**config.mk**
```make
export PLATFORM = sky130hd
export DESIGN_NAME = mulu_io_seq
export DESIGN_NICKNAME = d
export VERILOG_FILES = /design/src/rtl/mulu_io_seq_pkg.sv /design/src/rtl/mulu_io_seq_shreg.sv /design/src/rtl/mulu_io_seq.sv
export SDC_FILE = /design/constraint.sdc
export NUM_CORES = 1
export LEC_CHECK = 0
export ABC_CLOCK_PERIOD_IN_PS = 2300
export CORE_UTILIZATION = 48
export DETAILED_ROUTE_END_ITERATION = 10
export PLACE_DENSITY = 0.8
export SLEW_MARGIN = 20
export SYNTH_ARGS = -nofsm -noshare
export SYNTH_HDL_FRONTEND = slang
export SYNTH_SLANG_ARGS = --single-unit
```
**constraint.sdc**
```tcl
create_clock -name clk -period 2.3 [get_ports clk]
set_input_delay 0.345 -clock clk [delete_from_list [all_inputs] [get_ports clk]]
set_output_delay 0.345 -clock clk [all_outputs]
set_load 0.005 [all_outputs]
```
**src/rtl/mulu_io_seq_pkg.sv**
```systemverilog
// Shared types and defaults for the mulu_io_seq byte-serial multiplier sequencer.
package mulu_io_seq_pkg;

   localparam int unsigned X_WIDTH_DEF   = 16;
   localparam int unsigned Y_WIDTH_DEF   = 16;
   localparam int unsigned P_WIDTH_DEF   = 32;
   localparam int unsigned BUS_WIDTH_DEF = 8;
   localparam int unsigned LATENCY_DEF   = 1;

   typedef enum logic [1:0] {
      LOAD_X  = 2'd0,
      LOAD_Y  = 2'd1,
      COMPUTE = 2'd2,
      UNLOAD  = 2'd3
   } state_t;

   function automatic int unsigned beats(input int unsigned width, input int unsigned bus);
      return width / bus;
   endfunction

endpackage

```
**src/rtl/mulu_io_seq_shreg.sv**
```systemverilog
// BUS_WIDTH-step right shift register with parallel load; q_o exposes the low OUT_WIDTH bits.
module mulu_io_shreg
   import mulu_io_seq_pkg::*;
#(
   parameter int unsigned WIDTH     = X_WIDTH_DEF,
   parameter int unsigned BUS_WIDTH = BUS_WIDTH_DEF,
   parameter int unsigned OUT_WIDTH = WIDTH
) (
   input  logic                 clk,
   input  logic                 rst_n,
   input  logic                 load_i,
   input  logic [WIDTH-1:0]     load_data_i,
   input  logic                 shift_i,
   input  logic [BUS_WIDTH-1:0] shift_in_i,
   output logic [OUT_WIDTH-1:0] q_o
);

   logic [WIDTH-1:0] q_q, q_d, shifted;

   if (WIDTH > BUS_WIDTH) begin : g_wide
      assign shifted = {shift_in_i, q_q[WIDTH-1:BUS_WIDTH]};
   end else begin : g_narrow
      assign shifted = WIDTH'(shift_in_i);
   end

   always_comb begin
      q_d = q_q;
      if (load_i) begin
         q_d = load_data_i;
      end else if (shift_i) begin
         q_d = shifted;
      end
   end

   always_ff @(posedge clk or negedge rst_n) begin
      if (!rst_n) begin
         q_q <= '0;
      end else begin
         q_q <= q_d;
      end
   end

   assign q_o = q_q[OUT_WIDTH-1:0];

endmodule

```
**src/rtl/mulu_io_seq.sv**
```systemverilog
// Byte-serial operand/product sequencer around the unsigned multiplier.
// MULU_IO_RDY_EN adds mul_rdy and captures on it instead of after LATENCY cycles.
module mulu_io_seq
   import mulu_io_seq_pkg::*;
#(
   parameter int unsigned X_WIDTH   = X_WIDTH_DEF,
   parameter int unsigned Y_WIDTH   = Y_WIDTH_DEF,
   parameter int unsigned P_WIDTH   = P_WIDTH_DEF,
   parameter int unsigned BUS_WIDTH = BUS_WIDTH_DEF,
   parameter int unsigned LATENCY   = LATENCY_DEF
) (
   input  logic                 clk,
   input  logic                 rst_n,
   input  logic [BUS_WIDTH-1:0] in_data,
   input  logic                 in_valid,
   output logic                 in_ready,
   output logic [BUS_WIDTH-1:0] out_data,
   output logic                 out_valid,
   input  logic                 out_ready,
   output logic                 busy,
   output logic [X_WIDTH-1:0]   mul_x,
   output logic [Y_WIDTH-1:0]   mul_y,
   input  logic [P_WIDTH-1:0]   mul_p
`ifdef MULU_IO_RDY_EN
   ,
   input  logic                 mul_rdy
`endif
);

   localparam int unsigned XB     = beats(X_WIDTH, BUS_WIDTH);
   localparam int unsigned YB     = beats(Y_WIDTH, BUS_WIDTH);
   localparam int unsigned PB     = beats(P_WIDTH, BUS_WIDTH);
   localparam int unsigned CNT_W  = (PB > 1) ? $clog2(PB) : 1;
   localparam int unsigned WAIT_W = $clog2(LATENCY + 2);

   if (X_WIDTH % BUS_WIDTH != 0) begin : g_chk_x
      $error("X_WIDTH must be a multiple of BUS_WIDTH");
   end
   if (Y_WIDTH % BUS_WIDTH != 0) begin : g_chk_y
      $error("Y_WIDTH must be a multiple of BUS_WIDTH");
   end
   if (P_WIDTH != X_WIDTH + Y_WIDTH) begin : g_chk_p
      $error("P_WIDTH must equal X_WIDTH + Y_WIDTH");
   end

   state_t            state_q;
   logic [CNT_W-1:0]  cnt_q;
   logic [WAIT_W-1:0] wait_q;
   logic              out_valid_q;
   logic              x_shift, y_shift, p_shift, capture;

   assign in_ready  = (state_q == LOAD_X) || (state_q == LOAD_Y);
   assign busy      = (state_q == COMPUTE) || (state_q == UNLOAD);
   assign out_valid = out_valid_q;

   assign x_shift = (state_q == LOAD_X) && in_valid;
   assign y_shift = (state_q == LOAD_Y) && in_valid;
   assign p_shift = (state_q == UNLOAD) && out_valid_q && out_ready;

   // The entry cycle (wait_q == 0) never captures on mul_rdy, so a stale rdy is ignored.
`ifdef MULU_IO_RDY_EN
   assign capture = (state_q == COMPUTE) && mul_rdy && (wait_q != '0);
`else
   assign capture = (state_q == COMPUTE) && (wait_q == WAIT_W'(LATENCY));
`endif

   always_ff @(posedge clk or negedge rst_n) begin
      if (!rst_n) begin
         state_q     <= LOAD_X;
         cnt_q       <= '0;
         wait_q      <= '0;
         out_valid_q <= 1'b0;
      end else begin
         case (state_q)
            LOAD_X: if (x_shift) begin
               if (cnt_q == CNT_W'(XB - 1)) begin
                  cnt_q   <= '0;
                  state_q <= LOAD_Y;
               end else begin
                  cnt_q <= cnt_q + CNT_W'(1);
               end
            end
            LOAD_Y: if (y_shift) begin
               if (cnt_q == CNT_W'(YB - 1)) begin
                  cnt_q   <= '0;
                  wait_q  <= '0;
                  state_q <= COMPUTE;
               end else begin
                  cnt_q <= cnt_q + CNT_W'(1);
               end
            end
            COMPUTE: begin
               if (capture) begin
                  out_valid_q <= 1'b1;
                  state_q     <= UNLOAD;
               end else if (wait_q != '1) begin
                  wait_q <= wait_q + WAIT_W'(1);
               end
            end
            UNLOAD: if (p_shift) begin
               if (cnt_q == CNT_W'(PB - 1)) begin
                  cnt_q       <= '0;
                  out_valid_q <= 1'b0;
                  state_q     <= LOAD_X;
               end else begin
                  cnt_q <= cnt_q + CNT_W'(1);
               end
            end
            default: state_q <= LOAD_X;
         endcase
      end
   end

   mulu_io_shreg #(.WIDTH(X_WIDTH), .BUS_WIDTH(BUS_WIDTH), .OUT_WIDTH(X_WIDTH)) u_x (
      .clk(clk), .rst_n(rst_n), .load_i(1'b0), .load_data_i('0),
      .shift_i(x_shift), .shift_in_i(in_data), .q_o(mul_x)
   );

   mulu_io_shreg #(.WIDTH(Y_WIDTH), .BUS_WIDTH(BUS_WIDTH), .OUT_WIDTH(Y_WIDTH)) u_y (
      .clk(clk), .rst_n(rst_n), .load_i(1'b0), .load_data_i('0),
      .shift_i(y_shift), .shift_in_i(in_data), .q_o(mul_y)
   );

   mulu_io_shreg #(.WIDTH(P_WIDTH), .BUS_WIDTH(BUS_WIDTH), .OUT_WIDTH(BUS_WIDTH)) u_p (
      .clk(clk), .rst_n(rst_n), .load_i(capture), .load_data_i(mul_p),
      .shift_i(p_shift), .shift_in_i('0), .q_o(out_data)
   );

endmodule

```
==> After elaboration in Yosys (flattened, before gate mapping) <==
Cells that the tools add are included.
W data, S select, Z words.
{ "totals": {"reg_bits": 71, "latchBits": 0, "ram_bits": 0, "rom_bits": 0, "in_bits": 44, "out_inout_bits": 43, "elab_cells": 66, "mem_count": 0} }
{ "op_classes": {"addsub": 2, "mul": 0, "n_div": 0, "magnitude_cmp": 0, "eq_ne": 16, "n_shift": 0, "mux": 25, "bitwise_logic": 0, "reduce_logical": 16} }
{ "op_table": {"columns": ["cell", "count"], "rows": [
  ["$mux W32", 2],
  ["$mux W2", 16],
  ["$ne A2 B1 Y1 const B", 6],
  ["$ne A2 B2 Y1 const B", 4],
  ["$pmux W2 S4", 1],
  ["$reduce_and A4 Y1", 2],
  ["$reduce_and A7 Y1", 1],
  ["$eq A2 B1 Y1 const B", 3],
  ["$eq A2 B2 Y1 const B", 3],
  ["$pmux W2 S3", 1],
  ["$reduce_bool A2 Y1", 3],
  ["$logic_and A1 B1 Y1", 5],
  ["$reduce_and A5 Y1", 1],
  ["$add A2 B1 Y2 const B", 2],
  ["$pmux W2 S2", 1],
  ["$mux W1", 3],
  ["$reduce_bool A3 Y1", 1],
  ["$logic_not A2 Y1", 1],
  ["$logic_or A1 B1 Y1", 2],
  ["$pmux W1 S2", 1]
]} }

==> Longest topological paths before layout <==
Gate-level depths: netlist of the first run.
{ "logic_depth": {"word_depth": 5, "ltp_mapped": 7, "mapped_depth_nobuf": 5} }

==> Modules after synthesis <==
A second synthesis of the first run with hierarchy kept.
{ "unflattened": {"cells_unflattened": 341, "area_unflattened_um2": 3649.8} }
{ "by_module_without_submodules": {"columns": ["mod", "instances", "cells_per_inst", "area_per_inst_um2", "seq_area_each_um2"], "rows": [
  ["mulu_io_shreg at u_p", 1, 147, 1575.3, 800.8],
  ["mulu_io_shreg at u_x ...", 2, 69, 744.5, 400.4],
  ["mulu_io_seq", 1, 56, 585.6, 175.2]
]} }

==> Least setup slack after synthesis of the first run <==
Ideal clock, no wire load.
{ "synth_timing": {"path_kind": "register to register", "startpoint": "reg state_q[0]", "endpoint": "reg wait_q[0]", "setup_time_ns": 0.128, "arrival_ns": 1.631, "t_required_ns": 2.172, "setup_slack_ns": 0.541, "stages_incl_launch_ff": 7, "path_buffers": 1, "period_less_slack_ns": 1.759, "path_cell_list": "dfrtp_1 -> inv_1 -> ha_1 -> and2_1 -> buf_6 -> nor4_4 -> mux2_1"} }
{ "synth_via": {"elab_chain_cells": 4, "elab_cells_between_ends": 11, "classes_between": "6 x eq/ne; 1 x mux; 4 x reduce/logical"} }
{ "synth_rtl": {"columns": ["item", "line", "rtl"], "rows": [
  ["start: declaration", "mulu_io_seq.sv:46", "state_t state_q;"],
  ["start signal: assignment", "mulu_io_seq.sv:69", "state_q <= LOAD_X;"],
  ["start signal: assignment", "mulu_io_seq.sv:78", "state_q <= LOAD_Y;"],
  ["start signal: assignment", "mulu_io_seq.sv:87", "state_q <= COMPUTE;"],
  ["$eq A2 B2 Y1 or $eq A2 B1 Y1 (tied branches)", "mulu_io_seq.sv:64, mulu_io_seq.sv:74, mulu_io_seq.sv:57", null],
  ["$logic_and A1 B1 Y1, on equally long branches", "mulu_io_seq.sv:64, mulu_io_seq.sv:57", null],
  ["$ne A2 B2 Y1 (no source line) or $ne A2 B1 Y1 (tied branches)", null, null],
  ["$reduce_and A5 Y1 (no source line)", null, null],
  ["end signal: assignment", "mulu_io_seq.sv:97", "wait_q <= wait_q + WAIT_W'(1);"],
  ["end: declaration", "mulu_io_seq.sv:48", "logic [WAIT_W-1:0] wait_q;"]
]} }
Several ways; a longest one is shown, not always the timed one.
A chain may end at the register's enable or synchronous reset.

==> Final worst setup path of the first run <==
{ "layout_timing": {"startpoint": "reg state_q[1]", "endpoint": "out busy"} }
{ "layout_via": {"elab_chain_cells": 2, "elab_cells_between_ends": 3, "classes_between": "2 x eq/ne; 1 x reduce/logical"} }
{ "layout_rtl": {"columns": ["item", "line", "rtl"], "rows": [
  ["$eq A2 B2 Y1", "mulu_io_seq.sv:53", "assign busy = (state_q == COMPUTE) || (state_q == UNLOAD);"],
  ["$logic_or A1 B1 Y1 *", "mulu_io_seq.sv:53", null],
  ["end: declaration", "mulu_io_seq.sv:20", "output logic busy,"]
]} }
Every way passes the cells marked *; elsewhere a longest branch is shown, timed or not.

==> results of run 1 <==
[report_power, final]
part           switching (W)  internal [W]
sequential          0.000347       0.00182
clock               0.000450      0.000636
combinational       0.000880       0.00152
total                0.00168       0.00398
[worst max-delay path, delay by kind of cell, from the launching register on]
| kind | cells | cell delay [ns] |
|---|---|---|
| fa+ha+maj | 1 | 0.27 |
| simple gates | 1 | 0.32 |
| flops | 1 | 0.45 |
| buf+inv | 1 | 0.45 |
[cell type report]
cell class                 count  area (µm²)  area share
clock inverter                 6        83.8      0.0196
clock buffer                  10         138      0.0322
multi-input combinational    133        1250       0.292
tap                           77        96.3      0.0225
timing repair buffer          91         906       0.212
inverter                       7        26.3     0.00614
sequential                    71        1780       0.416
[flip-flops by register name, indices dropped and copies added (netlist names)]
signal     cells
cnt_q          2
u_x.q_o       16
out_valid      1
wait_q         2
u_y.q_o       16
state_q        2
u_p.q_q       32
[cells in the final DEF, fill, tap and decap left out, drive strengths merged]
master / n
a2bb2oi: 1
ha: 12
a22o: 8
buf: 6
a221o: 24
mux2: 34
nor2: 3
or2: 2
nor4b: 1
and2: 2
a21boi: 2
inv: 7
a211oi: 1
nor4: 1
nand2b: 1
clkbuf: 10
clkdlybuf4s50: 85
bufinv: 2
nand2: 5
nor2b: 3
nor3: 1
and3: 25
mux2i: 6
a2111oi: 1
dfrtp: 71
clkinv: 4
[per-layer routing]
layer / share of wire / vias up / global-route usage
met4: 0.014 / 0 / 0.100
met1: 0.45 / 1049 / 0.260
li1: - / 1021 / -
met2: 0.48 / 59 / 0.306
met5: 0 / - / 0
met3: 0.054 / 7 / 0.0544
[per-stage QoR]
stage	setup slack, ns	total power [W]	utilization	area, µm²
detailed placement	0.252	0.00460	0.631	4050
CTS	0.0554	0.00572	0.665	4270
global route	0.0276	0.00603	0.666	4280
finish	0.141	0.00565	0.666	4280
floorplan	0.541	0.00357	-	3220
global placement	0.354	0.00452	0.631	4050
[repair_timing]
item                                    CTS  global route
gates resized for setup                   0             2
setup buffers                             0             0
endpoints found under the setup margin    0             2
endpoints found under the hold margin     0             0
hold buffers                              0             0
[logic make-up after synthesis]
kind of cell	Yosys count	share of synthesized area
AO/OA/AOI/OAI	37	0.116
adder cells (fa/ha/maj)	12	0.0466
AND/OR/NAND/NOR	44	0.0874
flip-flops	71	0.551
multiplexers	40	0.137
buffers and inverters	29	0.0614
[worst max path at each step]
stage / to / slack, ns / depth (start not counted)
floorplan: wait_q[0] / 0.54 / 6
global placement: u_p.q_q[17] / 0.35 / 5
detailed placement: u_p.q_q[15] / 0.25 / 5
CTS: busy / 0.06 / 4
global route: in_ready / 0.03 / 4
finish: busy / 0.14 / 3
==> results.sh, run 1 <==
export IMPL_synth_most_common_cell="dfrtp_1"
export IMPL_required_ns=1.96
export IMPL_r2r_slack_ns=0.33
export IMPL_post_drt_wl_per_cell_um=16.4
export IMPL_overflow=0
export IMPL_die_x_um=83.9
export IMPL_wl_mm=6.47
export IMPL_grt_pass1_wl_mm=10.8
export IMPL_insertion_delay_ns=0.34
export IMPL_fillers=463
export IMPL_period_needed_ns=2.16
export IMPL_violations="design-rule violations"
export IMPL_clk_pin_slew_ns=0.07
export IMPL_tightest_slew_ns=0.803
export IMPL_postRouteAntennaNets=0
export IMPL_async_flop_share=1.00
export IMPL_max_slew_margin=0.464
export IMPL_synth_top_cell_by_area="dfrtp_1"
export IMPL_cp_end_kind="primary output"
export IMPL_ys_top_cells_by_count="71 x dfrtp_1, 32 x mux2_2, 25 x and3_1"
export IMPL_drive_above_1_share=0.195
export IMPL_cts_tree="done"
export IMPL_rsz0062_at_grt="no"
export IMPL_crit_type="reg2out"
export IMPL_rr_endpoint="u_p.q_q[11]"
export IMPL_rr_startpoint="state_q[0]"
export IMPL_path_max_fanout=6
export IMPL_finalClockSkew_ns=0.00966
export IMPL_ys_warn_count=0
export IMPL_drc=8
export IMPL_vias=2136
export IMPL_hold_viol=0
export IMPL_setup_violations=0
export IMPL_syn_num_nets=289
export IMPL_status="finished with violations"
export IMPL_synth_top_area_frac=0.551
export IMPL_dr_pass1_iters=7
export IMPL_clock_fmax_ghz=0.463
export IMPL_grt_pass1_vias=2164
export IMPL_whs_ns=0.0904
export IMPL_antenna_cells=0
export IMPL_coreArea_mm2=0.00642
export IMPL_rows=29
export IMPL_max_stage_delay_ns=0.45
export IMPL_cellLeakagePower_nw=1.99
export IMPL_cp_startpoint="state_q[1]"
export IMPL_cts_root_buf="clkbuf_8"
export IMPL_syn_area_mm2=0.00322
export IMPL_num_io_pins=87
export IMPL_area_delta_synth_final_pct=32.8
export IMPL_cts_sinks=71
export IMPL_portBuffers=86
export IMPL_htree_levels=3
export IMPL_dieArea_mm2=0.00704
export IMPL_grt_usage=0.199
export IMPL_synth_seq_cells=71
export IMPL_dpl_hpwl_mm=4.47
export IMPL_synth_main_ff_cell="dfrtp_1"
export IMPL_finalSetupTns_ns=0
export IMPL_power_density_mw_per_mm2=1320
export IMPL_fin_crit_sh=0.939
export IMPL_cp_arrival_ns=1.81
export IMPL_clock_path_buffers=2
export IMPL_synthTopCellsByArea="dfrtp_1 55%, mux2_2 11%, a221o_1 7.5%"
export IMPL_avgViaCountPerCell=5.41
export IMPL_reg2reg_depth=5
export IMPL_numCtsBuffers=9
export IMPL_cpMaxStageDelayCell="dfrtp_2"
export IMPL_globalplace_congestion=0.760
export IMPL_ys_types=29
export IMPL_maxCapViolations=0
export IMPL_yosysSeqAreaShare=0.551
export IMPL_min_path_type="in2async"
export IMPL_synthCells=233
export IMPL_finalMaxSlewViolations=0
export IMPL_grt_start_max_net_pins=38
export IMPL_fin_nets=369
export IMPL_antenna_found_initial=0
export IMPL_dpl_cell_count=379
export IMPL_path_cells="ha_1 -> or2_2 -> clkdlybuf4s50_1"
export IMPL_synth_edf_count=0
export IMPL_initial_core_util=0.502
export IMPL_drt_iter0_drc=102
export IMPL_fin_cells=395
export IMPL_die_y_um=83.9
export IMPL_ir_drop_v=0.000869
export IMPL_start_kind="register"
export IMPL_synth_area_per_cell_um2=13.8
Power figures use the tool's default switching activity.
==> run 2, diff against run 1 <==
--- a/config.mk
+++ b/config.mk
@@ -8,6 +8,7 @@
 export ABC_CLOCK_PERIOD_IN_PS = 2300
 export CORE_UTILIZATION = 48
 export DETAILED_ROUTE_END_ITERATION = 10
+export HOLD_SLACK_MARGIN = 0.15
 export PLACE_DENSITY = 0.8
 export SLEW_MARGIN = 20
 export SYNTH_ARGS = -nofsm -noshare
==> run 2 against run 1 <==
Net effect: final area increased by 0.23%; combinational power about the same; global-route usage unchanged; the flow still finishes with violations (design-rule violations); total power grew 0.11%; clock skew barely moved; sequential cell count is the same; cell count rose by 0.25%; sequential share of layout area fell by 0.097 points; highest routed layer unchanged.
==> results.sh, run 2 (synthesized netlist as in run 1, its figures left out) <==
export IMPL_globalplace_congestion=0.760
export IMPL_drive_above_1_share=0.194
export IMPL_status="finished with violations"
export IMPL_die_x_um=83.9
export IMPL_fin_nets=370
export IMPL_overflow=0
export IMPL_finalCoreUtilization=0.668
export IMPL_regArea_mm2=0.00178
export IMPL_die_y_um=83.9
export IMPL_maxCapViolations=0
export IMPL_largest_reg_flops=32
export IMPL_drc=8
export IMPL_grt_pass1_wl_mm=10.7
export IMPL_violations="design-rule violations"
export IMPL_busiest_layer="met2"
export IMPL_grtUsageMet2=0.306
export IMPL_required_ns=1.96
export IMPL_rows=29
export IMPL_cts_setup_buffers=0
export IMPL_dpl_hpwl_mm=4.47
export IMPL_cellLeakagePower_nw=1.99
export IMPL_r2r_slack_ns=0.33
export IMPL_p_sw_w=0.00168
export IMPL_period_needed_ns=2.16
export IMPL_coreArea_mm2=0.00642
export IMPL_swShare=0.297
export IMPL_drt_iter0_drc=106
export IMPL_cts_root_buf="clkbuf_8"
export IMPL_clock_fmax_ghz=0.463
export IMPL_top_register="u_p.q_q"
export IMPL_start_kind="register"
export IMPL_path_max_fanout=6
export IMPL_use_met1=0.259
export IMPL_tightest_slew_ns=0.804
export IMPL_ir_drop_v=0.000869
export IMPL_final_cell_mix="85 x clkdlybuf4s50_1, 70 x dfrtp_1, 32 x mux2_2"
export IMPL_reg2reg_depth=5
export IMPL_rr_startpoint="state_q[0]"
export IMPL_clk_pin_slew_ns=0.07
export IMPL_cts_sinks=71
export IMPL_finalSetupTns_ns=0
export IMPL_rr_endpoint="u_p.q_q[11]"
export IMPL_antenna_found_initial=0
export IMPL_final_common_cell="clkdlybuf4s50_1"
export IMPL_numCtsBuffers=9
export IMPL_min_path_type="reg2reg"
export IMPL_finalClockSkew_ns=0.00967
export IMPL_fin_crit_sh=0.939
export IMPL_p_int_w=0.00398
export IMPL_setup_violations=0
export IMPL_cp_startpoint="state_q[1]"
export IMPL_post_drt_wl_per_cell_um=16.4
export IMPL_portBuffers=86
export IMPL_grt_pass1_vias=2174
export IMPL_clock_path_buffers=2
export IMPL_dr_pass1_iters=8
export IMPL_seqPwrFrac=0.383
export IMPL_finalMaxSlewViolations=0
export IMPL_initial_core_util=0.502
export IMPL_multi_input_area_mm2=0.00125
export IMPL_wl_mm=6.48
export IMPL_avgViaCountPerCell=5.39
export IMPL_cp_arrival_ns=1.81
export IMPL_num_io_pins=87
export IMPL_cp_end_kind="primary output"
export IMPL_dieArea_mm2=0.00704
export IMPL_whs_ns=0.497
export IMPL_cts_tree="done"
export IMPL_max_slew_margin=0.464
export IMPL_antenna_cells=0
export IMPL_power_frac_comb=0.425
export IMPL_crit_type="reg2out"
export IMPL_met3_usage=0.0564
export IMPL_hold_viol=0
export IMPL_grt_usage=0.199
export IMPL_vias=2134
export IMPL_crit_end="busy"
export IMPL_power_density_mw_per_mm2=1320
export IMPL_postRouteAntennaNets=0
export IMPL_area_delta_synth_final_pct=33.1
export IMPL_insertion_delay_ns=0.34
export IMPL_rsz0062_at_grt="no"
export IMPL_p_clk_frac=0.193
export IMPL_fillers=462
export IMPL_grt_start_max_net_pins=38
export IMPL_htree_levels=3
run 2: changes by cell type in the layout (fill, tap and decap cells not counted), sizes merged:
cell and change:
dlygate4sd3 +1
run 2: worst max-delay path: stages, from the launching register on:
cell and delay [ns]:
dfrtp_2 0.45, ha_1 0.27, or2_2 0.32, clkdlybuf4s50_1 0.45
run 2: layout make-up:
type                    count  share of cell area
clock inverters             6              0.0196
well taps                  77              0.0225
clock buffers              10              0.0321
inverters                   7             0.00613
flip-flops and latches     71               0.415
repair buffers             92               0.214
multi-input cells         133               0.292
run 2: worst min path at each step:
stage                     start     endpoint  cells past startpoint
finish              u_p.q_q[29]  u_p.q_q[29]                      1
global route        u_p.q_q[16]  u_p.q_q[16]                      1
CTS                 u_p.q_q[27]  u_p.q_q[27]                      1
detailed placement        rst_n   u_y.q_o[1]                      1
global placement          rst_n   u_y.q_o[1]                      1
floorplan                 rst_n     cnt_q[0]                      0
run 2: per-stage QoR:
stage                     setup slack (ns)  std cells  area, µm²  total power, W
final                                0.140        396       4290         0.00566
after CTS                           0.0554        396       4280         0.00573
after floorplan                      0.541        233       3220         0.00357
after detailed placement             0.252        379       4050         0.00460
after global placement               0.354        379       4050         0.00452
after global routing                0.0276        396       4290         0.00603
run 2: power groups by stage:
stage	Clock (W)	Combinational (W)	Sequential (W)
3_5_place_dp	0	0.00242	0.00219
5_1_grt	0.00117	0.00262	0.00224
4_1_cts	0.00112	0.00243	0.00217
2_1_floorplan	0	0.00144	0.00213
3_3_place_gp	0	0.00236	0.00216
6_report	0.00109	0.00240	0.00217
run 2: per-layer routing:
metal / wire length [µm] / up-vias
li1: - / 1023
met4: 89 / 0
met2: 3130 / 61
met1: 2900 / 1043
met3: 367 / 7
met5: 0 / -
run 2: timing repair:
item | 4_1_cts | 5_1_grt
hold buffers | 1 | 0
hold endpoints to repair | 34 | 0
resized for setup | 0 | 2
setup endpoints to repair | 0 | 2
==> run 3, diff against run 2 <==
--- a/config.mk
+++ b/config.mk
@@ -6,6 +6,7 @@
 export NUM_CORES = 1
 export LEC_CHECK = 0
 export ABC_CLOCK_PERIOD_IN_PS = 2300
+export CORE_MARGIN = 3
 export CORE_UTILIZATION = 48
 export DETAILED_ROUTE_END_ITERATION = 10
 export HOLD_SLACK_MARGIN = 0.15
==> run 3 against run 2 <==
Net effect: highest routed layer unchanged; hold slack gained 0.0011 ns; sequential cell count stayed put; the flow now finishes without violations; die area grew 9.8%; routed wire length rose by 1.3%; non-clock buffer count grew 1; global-route usage down 1.6 points; via count increased by 1.2%; clock power grew 12%; first-iteration DRC count up 13%; critical path depth increased by 1; sequential power about the same.
==> results.sh, run 3 (synthesized netlist as in run 1, its figures left out) <==
export IMPL_fin_nets=371
export IMPL_r2r_slack_ns=0.40
export IMPL_path_depth=4
export IMPL_wl_mm=6.57
export IMPL_cp_end_kind="primary output"
export IMPL_power_density_mw_per_mm2=1340
export IMPL_finalMaxSlewViolations=0
export IMPL_vias=2159
export IMPL_post_dp_cell_area_mm2=0.00406
export IMPL_largest_reg_flops=32
export IMPL_dr_pass1_iters=4
export IMPL_reg2reg_depth=5
export IMPL_numCtsBuffers=9
export IMPL_path_max_fanout=7
export IMPL_drc=0
export IMPL_start_kind="register"
export IMPL_setup_violations=0
export IMPL_swShare=0.289
export IMPL_antenna_cells=0
export IMPL_initial_core_util=0.502
export IMPL_dpl_hpwl_mm=4.59
export IMPL_antenna_found_initial=0
export IMPL_post_drt_wl_per_cell_um=16.5
export IMPL_num_io_pins=87
export IMPL_area_delta_synth_final_pct=34.4
export IMPL_grt_usage=0.183
export IMPL_overflow=0
export IMPL_finalInstanceArea_mm2=0.00433
export IMPL_dieArea_mm2=0.00773
export IMPL_power_frac_comb=0.414
export IMPL_hold_viol=0
export IMPL_htree_levels=3
export IMPL_cpMaxStageDelayCell="clkdlybuf4s50_1"
export IMPL_cts_sinks=71
export IMPL_min_path_type="reg2reg"
export IMPL_max_stage_delay_ns=0.44
export IMPL_cts_setup_buffers=0
export IMPL_period_needed_ns=2.14
export IMPL_rr_endpoint="u_p.q_q[19]"
export IMPL_p_int_w=0.00413
export IMPL_finalClockSkew_ns=0.00805
export IMPL_cts_tree="done"
export IMPL_die_x_um=87.9
export IMPL_clock_fmax_ghz=0.467
export IMPL_coreArea_mm2=0.00642
export IMPL_clock_path_buffers=2
export IMPL_die_y_um=87.9
export IMPL_globalplace_congestion=0.806
export IMPL_final_common_cell="clkdlybuf4s50_1"
export IMPL_drt_iter0_drc=120
export IMPL_met3_usage=0.0452
export IMPL_path_buf_inv=2
export IMPL_crit_end="busy"
export IMPL_maxCapViolations=0
export IMPL_seqPwrFrac=0.375
export IMPL_postRouteAntennaNets=0
export IMPL_required_ns=1.96
export IMPL_cp_arrival_ns=1.79
export IMPL_avgViaCountPerCell=5.44
export IMPL_busiest_layer="met2"
export IMPL_rsz0062_at_grt="no"
export IMPL_use_met1=0.237
export IMPL_insertion_delay_ns=0.33
export IMPL_portBuffers=86
export IMPL_ir_drop_v=0.000819
export IMPL_cp_top_family="buffers and inverters"
export IMPL_tightest_slew_ns=0.700
export IMPL_grt_pass1_wl_mm=10.7
export IMPL_grt_start_max_net_pins=72
export IMPL_cellLeakagePower_nw=2.01
export IMPL_grtUsageMet2=0.286
export IMPL_finalSetupTns_ns=0
export IMPL_p_clk_frac=0.211
export IMPL_drive_above_1_share=0.197
export IMPL_rr_startpoint="state_q[0]"
export IMPL_status="finished, final reports clean"
export IMPL_grt_pass1_vias=2180
export IMPL_p_sw_w=0.00168
export IMPL_max_slew_margin=0.533
export IMPL_crit_type="reg2out"
export IMPL_path_cells="inv_1 -> ha_2 -> or2_2 -> clkdlybuf4s50_1"
export IMPL_clk_pin_slew_ns=0.07
export IMPL_rows=29
export IMPL_fin_crit_sh=0.930
export IMPL_cts_root_buf="clkbuf_8"
export IMPL_final_cell_mix="85 x clkdlybuf4s50_1, 70 x dfrtp_1, 32 x mux2_2"
export IMPL_cp_startpoint="state_q[0]"
export IMPL_top_register="u_p.q_q"
run 3: worst min path at each step:
stage / start / end / depth (start not counted)
finish: u_p.q_q[29] / u_p.q_q[29] / 1
global route: u_p.q_q[26] / u_p.q_q[26] / 1
CTS: u_p.q_q[27] / u_p.q_q[27] / 1
detailed placement: rst_n / u_p.q_q[31] / 2
global placement: rst_n / u_p.q_q[31] / 2
floorplan: rst_n / cnt_q[0] / 0
run 3: per-layer routing:
| layer | up-vias | wire length [µm] |
|---|---|---|
| met2 | 64 | 3270 |
| met5 | - | 0 |
| met3 | 6 | 358 |
| met1 | 1066 | 2880 |
| met4 | 0 | 59 |
| li1 | 1023 | - |
run 3: cell type report:
| type | count | area (µm²) |
|---|---|---|
| Tap cell | 77 | 96.3 |
| Clock inverter | 5 | 104 |
| Timing Repair Buffer | 93 | 923 |
| Inverter | 7 | 26.3 |
| Fill cell | 480 | 2090 |
| Sequential cell | 71 | 1780 |
| Clock buffer | 11 | 151 |
| Multi-Input combinational cell | 133 | 1250 |
run 3: power groups by stage:
stage	registers [W]	logic, W	clock network (W)
after floorplan	0.00213	0.00144	0
after global placement	0.00216	0.00237	0
after detailed placement	0.00220	0.00243	0
after CTS	0.00218	0.00244	0.00126
after global routing	0.00226	0.00264	0.00131
final	0.00218	0.00240	0.00122
run 3: timing repair:
item / 4_1_cts / 5_1_grt
endpoints found under the setup margin: 0 / 1
hold buffers: 1 / 0
resized for setup: 0 / 2
hold endpoints to repair: 71 / 0
run 3: per-stage QoR:
stage               total power [W]  cells   util  hold slack (ns)  setup slack, ns
global route                0.00620    397  0.674            0.522           0.0408
detailed placement          0.00462    380  0.632            0.397            0.342
floorplan                   0.00357    233      -           0.0494            0.541
global placement            0.00453    380  0.632            0.395            0.392
finish                      0.00580    397  0.674            0.498            0.160
CTS                         0.00588    397  0.673            0.498           0.0489
